[src/rtl/friscv_pkg.sv]
// Shared types and widths for the friscv core.
package friscv_pkg;

  localparam int ARCH = 32;

  typedef enum logic [1:0] {RUN, DRAIN, HALTED} fetch_state_e;

  typedef struct packed {
    logic [ARCH-1:0] pc;
    logic [ARCH-1:0] instr;
  } fetch_entry_t;

endpackage

[src/rtl/friscv_sync_fifo.sv]
// Show-ahead synchronous FIFO with flush; dout is the head entry whenever count != 0.
module friscv_sync_fifo #(
  parameter int WIDTH = 8,
  parameter int DEPTH = 2,
  localparam int CNT_W = $clog2(DEPTH + 1)
) (
  input  logic             clk,
  input  logic             rst_n,
  input  logic             flush,
  input  logic             push,
  input  logic [WIDTH-1:0] din,
  input  logic             pop,
  output logic [WIDTH-1:0] dout,
  output logic [CNT_W-1:0] count
);

  localparam int PTR_W = (DEPTH > 1) ? $clog2(DEPTH) : 1;

  logic [WIDTH-1:0] mem_q [DEPTH];
  logic [PTR_W-1:0] wr_ptr_q, wr_ptr_d;
  logic [PTR_W-1:0] rd_ptr_q, rd_ptr_d;
  logic [CNT_W-1:0] count_q, count_d;
  logic             pop_en, push_en;

  function automatic logic [PTR_W-1:0] ptr_inc(input logic [PTR_W-1:0] p);
    return (p == PTR_W'(DEPTH - 1)) ? '0 : p + 1'b1;
  endfunction

  // A pop frees a slot in the same cycle, so push+pop is legal even when full.
  assign pop_en  = pop && (count_q != '0);
  assign push_en = push && ((count_q != CNT_W'(DEPTH)) || pop_en);

  always_comb begin
    wr_ptr_d = wr_ptr_q;
    rd_ptr_d = rd_ptr_q;
    count_d  = count_q;
    if (flush) begin
      wr_ptr_d = '0;
      rd_ptr_d = '0;
      count_d  = '0;
    end else begin
      if (push_en) wr_ptr_d = ptr_inc(wr_ptr_q);
      if (pop_en)  rd_ptr_d = ptr_inc(rd_ptr_q);
      count_d = count_q + CNT_W'(push_en) - CNT_W'(pop_en);
    end
  end

  always_ff @(posedge clk) begin
    if (!rst_n) begin
      wr_ptr_q <= '0;
      rd_ptr_q <= '0;
      count_q  <= '0;
    end else begin
      wr_ptr_q <= wr_ptr_d;
      rd_ptr_q <= rd_ptr_d;
      count_q  <= count_d;
    end
  end

  always_ff @(posedge clk) begin
    if (push_en && !flush) mem_q[wr_ptr_q] <= din;
  end

  assign dout  = mem_q[rd_ptr_q];
  assign count = count_q;

endmodule

[src/rtl/friscv_fetch_unit.sv]
// Instruction fetch stage: owns the PC, issues word fetches to a 1-cycle SRAM and
// queues {pc, instr} pairs for decode. Handshake: an entry transfers to decode on
// any rising edge where instr_valid_out && instr_ready_in, except in a redirect cycle.
module friscv_fetch_unit
  import friscv_pkg::*;
#(
  parameter int              FIFO_DEPTH = 2,
  parameter logic [ARCH-1:0] RESET_PC   = '0
) (
  input  logic            clk,
  input  logic            rst_n,
  input  logic            redirect_in,
  input  logic [ARCH-1:0] redirect_pc_in,
  input  logic            halt_in,
  output logic            imem_req_out,
  output logic [ARCH-1:0] imem_addr_out,
  input  logic [ARCH-1:0] imem_rdata_in,
  output logic            instr_valid_out,
  input  logic            instr_ready_in,
  output logic [ARCH-1:0] instr_out,
  output logic [ARCH-1:0] instr_pc_out,
  output logic            halted_out,
  output logic            misalign_err_out,
  output fetch_state_e    state_dbg_out
);

  localparam int CNT_W = $clog2(FIFO_DEPTH + 1);
  localparam int OCC_W = CNT_W + 1;

  logic [ARCH-1:0] pc_q, pc_d;
  logic [ARCH-1:0] req_pc_q, req_pc_d;
  logic            inflight_q, inflight_d;
  logic            misalign_q, misalign_d;
  fetch_state_e    state_q, state_d;

  logic [CNT_W-1:0] fifo_count;
  fetch_entry_t     head, new_entry;
  logic             pop, issue;
  logic [OCC_W-1:0] occupancy;

  assign instr_valid_out = (fifo_count != '0);
  assign pop             = instr_valid_out && instr_ready_in;

  // Slots already promised: queued entries plus the response in flight, minus what leaves now.
  assign occupancy = OCC_W'(fifo_count) + OCC_W'(inflight_q) - OCC_W'(pop);
  assign issue     = rst_n && (state_q == RUN) && !halt_in && !redirect_in &&
                     (occupancy < OCC_W'(FIFO_DEPTH));

  assign new_entry.pc    = req_pc_q;
  assign new_entry.instr = imem_rdata_in;

  friscv_sync_fifo #(
    .WIDTH($bits(fetch_entry_t)),
    .DEPTH(FIFO_DEPTH)
  ) u_fifo (
    .clk  (clk),
    .rst_n(rst_n),
    .flush(redirect_in),
    .push (inflight_q && !redirect_in),
    .din  (new_entry),
    .pop  (pop && !redirect_in),
    .dout (head),
    .count(fifo_count)
  );

  always_comb begin
    pc_d       = pc_q;
    req_pc_d   = req_pc_q;
    inflight_d = issue;
    misalign_d = redirect_in && (redirect_pc_in[1:0] != 2'b00);
    state_d    = state_q;

    if (redirect_in)  pc_d = {redirect_pc_in[ARCH-1:2], 2'b00};
    else if (issue)   pc_d = pc_q + ARCH'(4);
    if (issue)        req_pc_d = pc_q;

    // DRAIN only waits for the last outstanding response; skip it if none is pending.
    unique case (state_q)
      RUN:     if (halt_in) state_d = inflight_q ? DRAIN : HALTED;
      DRAIN:   if (!halt_in) state_d = RUN;
               else if (!inflight_q) state_d = HALTED;
      HALTED:  if (!halt_in) state_d = RUN;
      default: state_d = RUN;
    endcase
  end

  always_ff @(posedge clk) begin
    if (!rst_n) begin
      pc_q       <= RESET_PC;
      req_pc_q   <= '0;
      inflight_q <= 1'b0;
      misalign_q <= 1'b0;
      state_q    <= RUN;
    end else begin
      pc_q       <= pc_d;
      req_pc_q   <= req_pc_d;
      inflight_q <= inflight_d;
      misalign_q <= misalign_d;
      state_q    <= state_d;
    end
  end

  assign imem_req_out     = issue;
  assign imem_addr_out    = pc_q;
  assign instr_out        = instr_valid_out ? head.instr : '0;
  assign instr_pc_out     = instr_valid_out ? head.pc    : '0;
  assign halted_out       = (state_q == HALTED);
  assign misalign_err_out = misalign_q;
  assign state_dbg_out    = state_q;

endmodule
[config.mk]
export PLATFORM = sky130hd
export DESIGN_NAME = friscv_fetch_unit
export DESIGN_NICKNAME = d
export VERILOG_FILES = /design/src/rtl/friscv_pkg.sv /design/src/rtl/friscv_sync_fifo.sv /design/src/rtl/friscv_fetch_unit.sv
export SDC_FILE = /design/constraint.sdc
export NUM_CORES = 1
export LEC_CHECK = 0
export CAP_MARGIN = 20
export CORE_MARGIN = 2
export CORE_UTILIZATION = 46
export CTS_CLUSTER_DIAMETER = 150
export CTS_CLUSTER_SIZE = 8
export DETAILED_ROUTE_END_ITERATION = 8
export GPL_TIMING_DRIVEN = 1
export HOLD_SLACK_MARGIN = 0.05
export PLACE_DENSITY_LB_ADDON = 0.08
export SYNTH_ARGS = -nofsm -noshare
export SYNTH_HDL_FRONTEND = slang
export SYNTH_SLANG_ARGS = --single-unit
export TNS_END_PERCENT = 5
[constraint.sdc]
create_clock -name clk -period 4.1 [get_ports clk]
set_input_delay 0.615 -clock clk [delete_from_list [all_inputs] [get_ports clk]]
set_output_delay 0.615 -clock clk [all_outputs]
set_load 0.1 [all_outputs]
[After elaboration in Yosys (flattened, before gate mapping)]
Memories as Yosys holds them, arrays and structs flattened. A register that Yosys moved wholly into a read port is not among the register bits.
Index checks and enable logic that the tools add are counted.
Word-level totals
  memories kept: 1
  memory bits (writable): 128
  output and inout bits: 102
  memory bits (read-only): 0
  input port bits: 69
  word-level logic and storage cells: 61
  bits in latches: 0
  register bits after elaboration: 72
Memory list
  u_fifo.mem_q: words 2, width 64, read ports 1, clocked after memory_dff 1, wr ports 1, line friscv_sync_fifo.sv:19  | logic [WIDTH-1:0] mem_q [DEPTH];
Cells by class
  bitwise gates (word level): 1
  divide/modulo/power cells: 0
  $mul: 0
  order comparisons: 1
  add/subtract/negate cells: 7
  reduce and logical (&&, ||, !) cells: 20
  multiplexer cells: 16
  shift-type cells: 0
  equality and inequality tests: 6
Operators by type and width (number)
  32-bit 2-to-1 mux: 4
  32-bit by 3-bit adder with 32-bit output, second input constant: 1
  1-bit logical AND: 11
  2-bit 2-to-1 mux: 5
  1-bit 2-to-1 mux: 6
  2-bit inequality test, second input constant: 3
  2-bit one-hot mux with 3 select lines: 1
  2-bit nonzero test: 3
  2-bit by 1-bit adder with 3-bit output: 1
  3-bit by 2-bit less-than comparator with 1-bit output, second input constant: 1
  3-bit inequality test, second input constant: 1
  3-bit AND reduction: 1
  3-bit by 1-bit subtractor with 3-bit output: 1
  1-bit adder, second input constant: 2
  2-bit by 1-bit adder with 2-bit output: 1
  2-bit by 1-bit == test with 1-bit output, second input constant: 1
  2-bit == test, second input constant: 1
  1-bit zero test: 2
  2-bit zero test: 1
  2-bit OR reduction: 1
  2-bit by 1-bit subtractor with 2-bit output: 1
  1-bit logical OR: 1
  1-bit inverter: 1

[Logic depth before layout (Yosys ltp)]
  depth in word-level cells: 9
  mapped depth: 14
  depth with buffers taken out: 12

[By module]
Synthesis repeated with hierarchy kept, for this count alone.
Unflattened totals
  cells, all modules: 662
  area total of the unflattened synthesis: 8534.4 µm²
Modules (own cells, without submodules)
  friscv_sync_fifo: sequential area each 3943.8 µm², area each 5127.4 µm², cells an instance 222, times used 1
  friscv_fetch_unit: sequential area each 1281.2 µm², area each 3407.0 µm², cells an instance 440, times used 1

[Worst setup path before layout]
Ideal clock, no wire load.
  path type: reg-to-output
  start: register u_fifo.count_q[1], in the netlist u_fifo.count[1]
  end: output port imem_req_out
  slack: -0.621 ns
  data arrival time: 4.106 ns
  path buffers: 3
  stages on the path, launching flop included: 13
  cells stage by stage: dfxtp_1 -> nor2_1 -> inv_1 -> and2_1 -> ha_1 -> nand2b_1 -> fa_1 -> or4b_1 -> or3_1 -> buf_6 -> clkinv_4 -> buf_2 -> buf_2
On the way
  cells in the longest elaborated chain, start to end: 5
  elaborated cells between the ends (all ways): 6
Ends and longest elaborated chain
  start: declaration: line friscv_sync_fifo.sv:22  | logic [CNT_W-1:0] count_q, count_d;
  start signal: assignment: line friscv_sync_fifo.sv:56  | count_q <= count_d;
  2-bit nonzero test: line friscv_fetch_unit.sv:41  | assign instr_valid_out = (fifo_count != '0);
  via instr_valid_out: line friscv_fetch_unit.sv:18  | output logic instr_valid_out,
  1-bit logical AND: line friscv_fetch_unit.sv:42  | assign pop = instr_valid_out && instr_ready_in;
  3-bit by 1-bit subtractor with 3-bit output: line friscv_fetch_unit.sv:45  | assign occupancy = OCC_W'(fifo_count) + OCC_W'(inflight_q) - OCC_W'(pop);
  3-bit by 2-bit less-than comparator with 1-bit output: line friscv_fetch_unit.sv:47  | (occupancy < OCC_W'(FIFO_DEPTH));
  1-bit logical AND: line friscv_fetch_unit.sv:46  | assign issue = rst_n && (state_q == RUN) && !halt_in && !redirect_in &&
  end: declaration: line friscv_fetch_unit.sv:15  | output logic imem_req_out,
The timed path passes the listed nets, and every way through them passes these cells.

[Worst setup path in the final report]
  start: register u_fifo.count_q[1], in the netlist u_fifo.count[1]
  end: output port imem_req_out
On the way
  cells in the longest elaborated chain, start to end: 5
  elaborated cells between the ends (all ways): 6
Ends and longest elaborated chain (line)
  branches (longest 2 deep; another with 2-bit by 1-bit adder with 3-bit output)
  3-bit by 1-bit subtractor with 3-bit output *: friscv_fetch_unit.sv:45
  3-bit by 2-bit less-than comparator with 1-bit output *: friscv_fetch_unit.sv:47
  1-bit logical AND *: friscv_fetch_unit.sv:46
Every way passes the cells marked *.

==> results.cfg <==
[synth]
ys_ff_latch = 193
syn_inst = 653
synth_flop_cell = edfxtp_1
async_flop_share_pct = 0
syn-cell-area_mm2 = 0.00790
syn_area_per_cell_um2 = 12.1
yosysWarnings = 0
synth_cell_types = 59
ys_seq_area_share_pct = 64.7
synth_edf_count = 124

[cts]
cts_root_buf = clkbuf_16
insertion_delay_ns = 0.43
htreeDepth = 4
path_clk_slew_ns = 0.07
clockBufferDepth = 2
cts_buffers = 17
cts_tree = built
clock_sinks = 193

[drt]
vias_per_cell = 5.23
vias = 5500
postRouteAntennaNets = 0
drc = 0
first_pass_iters = 4
wl_per_cell_um = 16.7
routed_wl_mm = 17.5
drt_iter0_drc = 274

[floorplan]
io_pins = 171
die_w_um = 135
die_height_um = 135
num_rows = 47
floorplan.initialDensity_pct = 47.3
dieArea_mm2 = 0.0182
coreArea_mm2 = 0.0167

[grt]
grt_overflow = 0
grt_pass1_vias = 5395
antenna_found_initial = 0
grt_pass1_wl_mm = 27.6
track_usage_pct = 19.4
grt_max_degree = 63

[pwr]
p_per_area_mw_per_mm2 = 412
ir_drop_mv = 0.308
p_leak_nw = 3.59

[timing]
setup_tns_ns = 0
holdWs_ns = 0.458
hold_violations = 0
rsz0062_at_grt = no
layout_min_cycle_time_ns = 3.92
slew-limit-headroom_pct = 26.3
worst_pin_slew_ns = 1.11
timing.final.ws_setup_ns = 0.178
setup_viol = 0
fin_crit_sh_pct = 95.7
skew_ns = 0.00878
drv_slew = 0
fmaxAchievable_mhz = 255

[setup_path]
critPathMaxStageDelay_ns = 0.47
critPathKind = flop to output port
crit_arrival_ns = 3.31
worst_ep_required_time_ns = 3.48
slowest_stage = fa_1
setup.worst_path.end_class = output port
path_cells = nor2_4 > clkinvlp_4 > and2_1 > ha_1 > nand2b_1 > fa_1 > or4b_1 > or3_4 > clkinv_4 > buf_12
startpoint_type = flop
path_max_fanout = 5
ff2ff_path_depth = 13

[run]
drv_cap = 0

[hold_path]
hp-class = flop to flop
hold_depth = 0

[place]
gp_congestion = 0.869
io_buffers = 166
dp_slack_ns = 0.0312
dp_hpwl_mm = 12.0

[run_status]
status = completed

[finish]
final_nets = 893
num_antenna_cells = 0
area_growth_pct = 30.2
final_layout_size_suffix_gt1_share_pct = 14.9
[routing by layer]
layer  track usage [%]  wire length (um)  up-vias
li1                  -                 -     2687
met1              25.7              7860     2603
met2              32.1              8300      187
met3              3.83              1090       23
met4              6.66               275        0
met5                 0                 0        -
[worst max-delay path, delay by kind of cell, from the launching register on]
kind                       cells  cell delay [ns]
DFF                            1             0.37
buffers and inverters          3             0.40
adders and majority gates      2             0.73
and+or+nand+nor                5             1.38
[worst paths after layout]
check | start | end | slack (ns)
worst max register to register | u_fifo.count[1] | imem_addr_out[22] | 0.60
worst min-delay path | req_pc_q[22] | u_fifo.mem_q[1][54] | 0.46
worst min register to register | req_pc_q[22] | u_fifo.mem_q[1][54] | 0.46
worst max-delay path | u_fifo.count[1] | imem_req_out | 0.18
[stage by stage]
stage	cell area [um2]	utilization, %	power, W	std cells
6_report	10300	61.5	0.00423	1052
5_1_grt	10300	61.5	0.00436	1052
4_1_cts	10300	61.5	0.00427	1052
3_5_place_dp	9690	58.0	0.00264	1020
3_3_place_gp	9690	58.0	0.00263	1020
2_1_floorplan	7930	-	0.00247	656
[cell usage in the layout (no fill, tap or decap), types with 4 or more instances in the layout]
cell type,n
o21ai_0,11
and3_1,10
or4_1,4
buf_4,78
nor4_1,5
dfxtp_1,67
o21a_1,7
and2_1,5
clkbuf_16,17
inv_6,4
conb_1,4
inv_1,7
nand4_1,8
nor2_1,80
nor2b_1,4
inv_8,4
ha_1,4
edfxtp_1,124
a21oi_1,29
mux2i_1,67
a21boi_0,14
a22oi_1,6
clkdlybuf4s50_1,102
xnor2_1,7
nand2_1,82
nand3_1,15
o211ai_1,4
[logic make-up after synthesis]
kind of cell               share of synthesized area [%]
AOI/OAI and AO/OA                                   8.24
xor gates and xnor gates                            1.11
adders and majority gates                          0.888
buffers and inverters                               2.87
DFF                                                 64.7
muxes                                               8.78
other                                             0.0475
and+or+nand+nor                                     13.4
[final cells by class]
cell class / instances / area (um2)
Timing Repair Buffer: 183 / 1670
Fill cell: 1362 / 6420
Multi-Input combinational cell: 414 / 2600
Clock buffer: 19 / 443
Sequential cell: 193 / 5110
Tap cell: 220 / 275
Clock inverter: 13 / 140
Inverter: 10 / 46.3
[sequential cells by signal (all words and copies together), names as in the netlist, named ones only]
| register | cells |
|---|---|
| u_fifo.rd_ptr_q | 1 |
| misalign_err_out | 1 |
| u_fifo.count | 2 |
| u_fifo.mem_q | 124 |
| imem_addr_out | 30 |
| state_dbg_out | 2 |
| inflight_q | 1 |
| req_pc_q | 30 |
| u_fifo.wr_ptr_q | 1 |
[synthesized netlist by cell type, drive strengths merged, types with 6 or more instances]
library cell    n  area, um2
a21oi          29        145
o21a            7       52.6
o21ai          11       55.1
nand2          82        308
xnor2           7       61.3
mux2i          67        671
buf            17        101
nor4            6       52.6
inv             8       30.0
edfxtp        124       3720
nand4           9       71.3
a21boi         15        113
nor2           81        304
a22oi           6       45.0
and3           10       62.6
and2            8       50.1
clkbuf         22       82.6
nand3          15       75.1
dfxtp          69       1380
[timing repair]
item,CTS,global route
setup endpoints to repair,1,1
setup buffers,0,0
gates cloned,0,0
pin swaps,0,0
hold buffers,0,0
resized for setup,1,1
[report_power, final]
part	switching, W	internal [W]
Sequential	0.0000416	0.00209
Combinational	0.000314	0.000145
Clock	0.000756	0.000881
Total	0.00111	0.00312
Note: power is estimated with default switching activity, not from simulation.
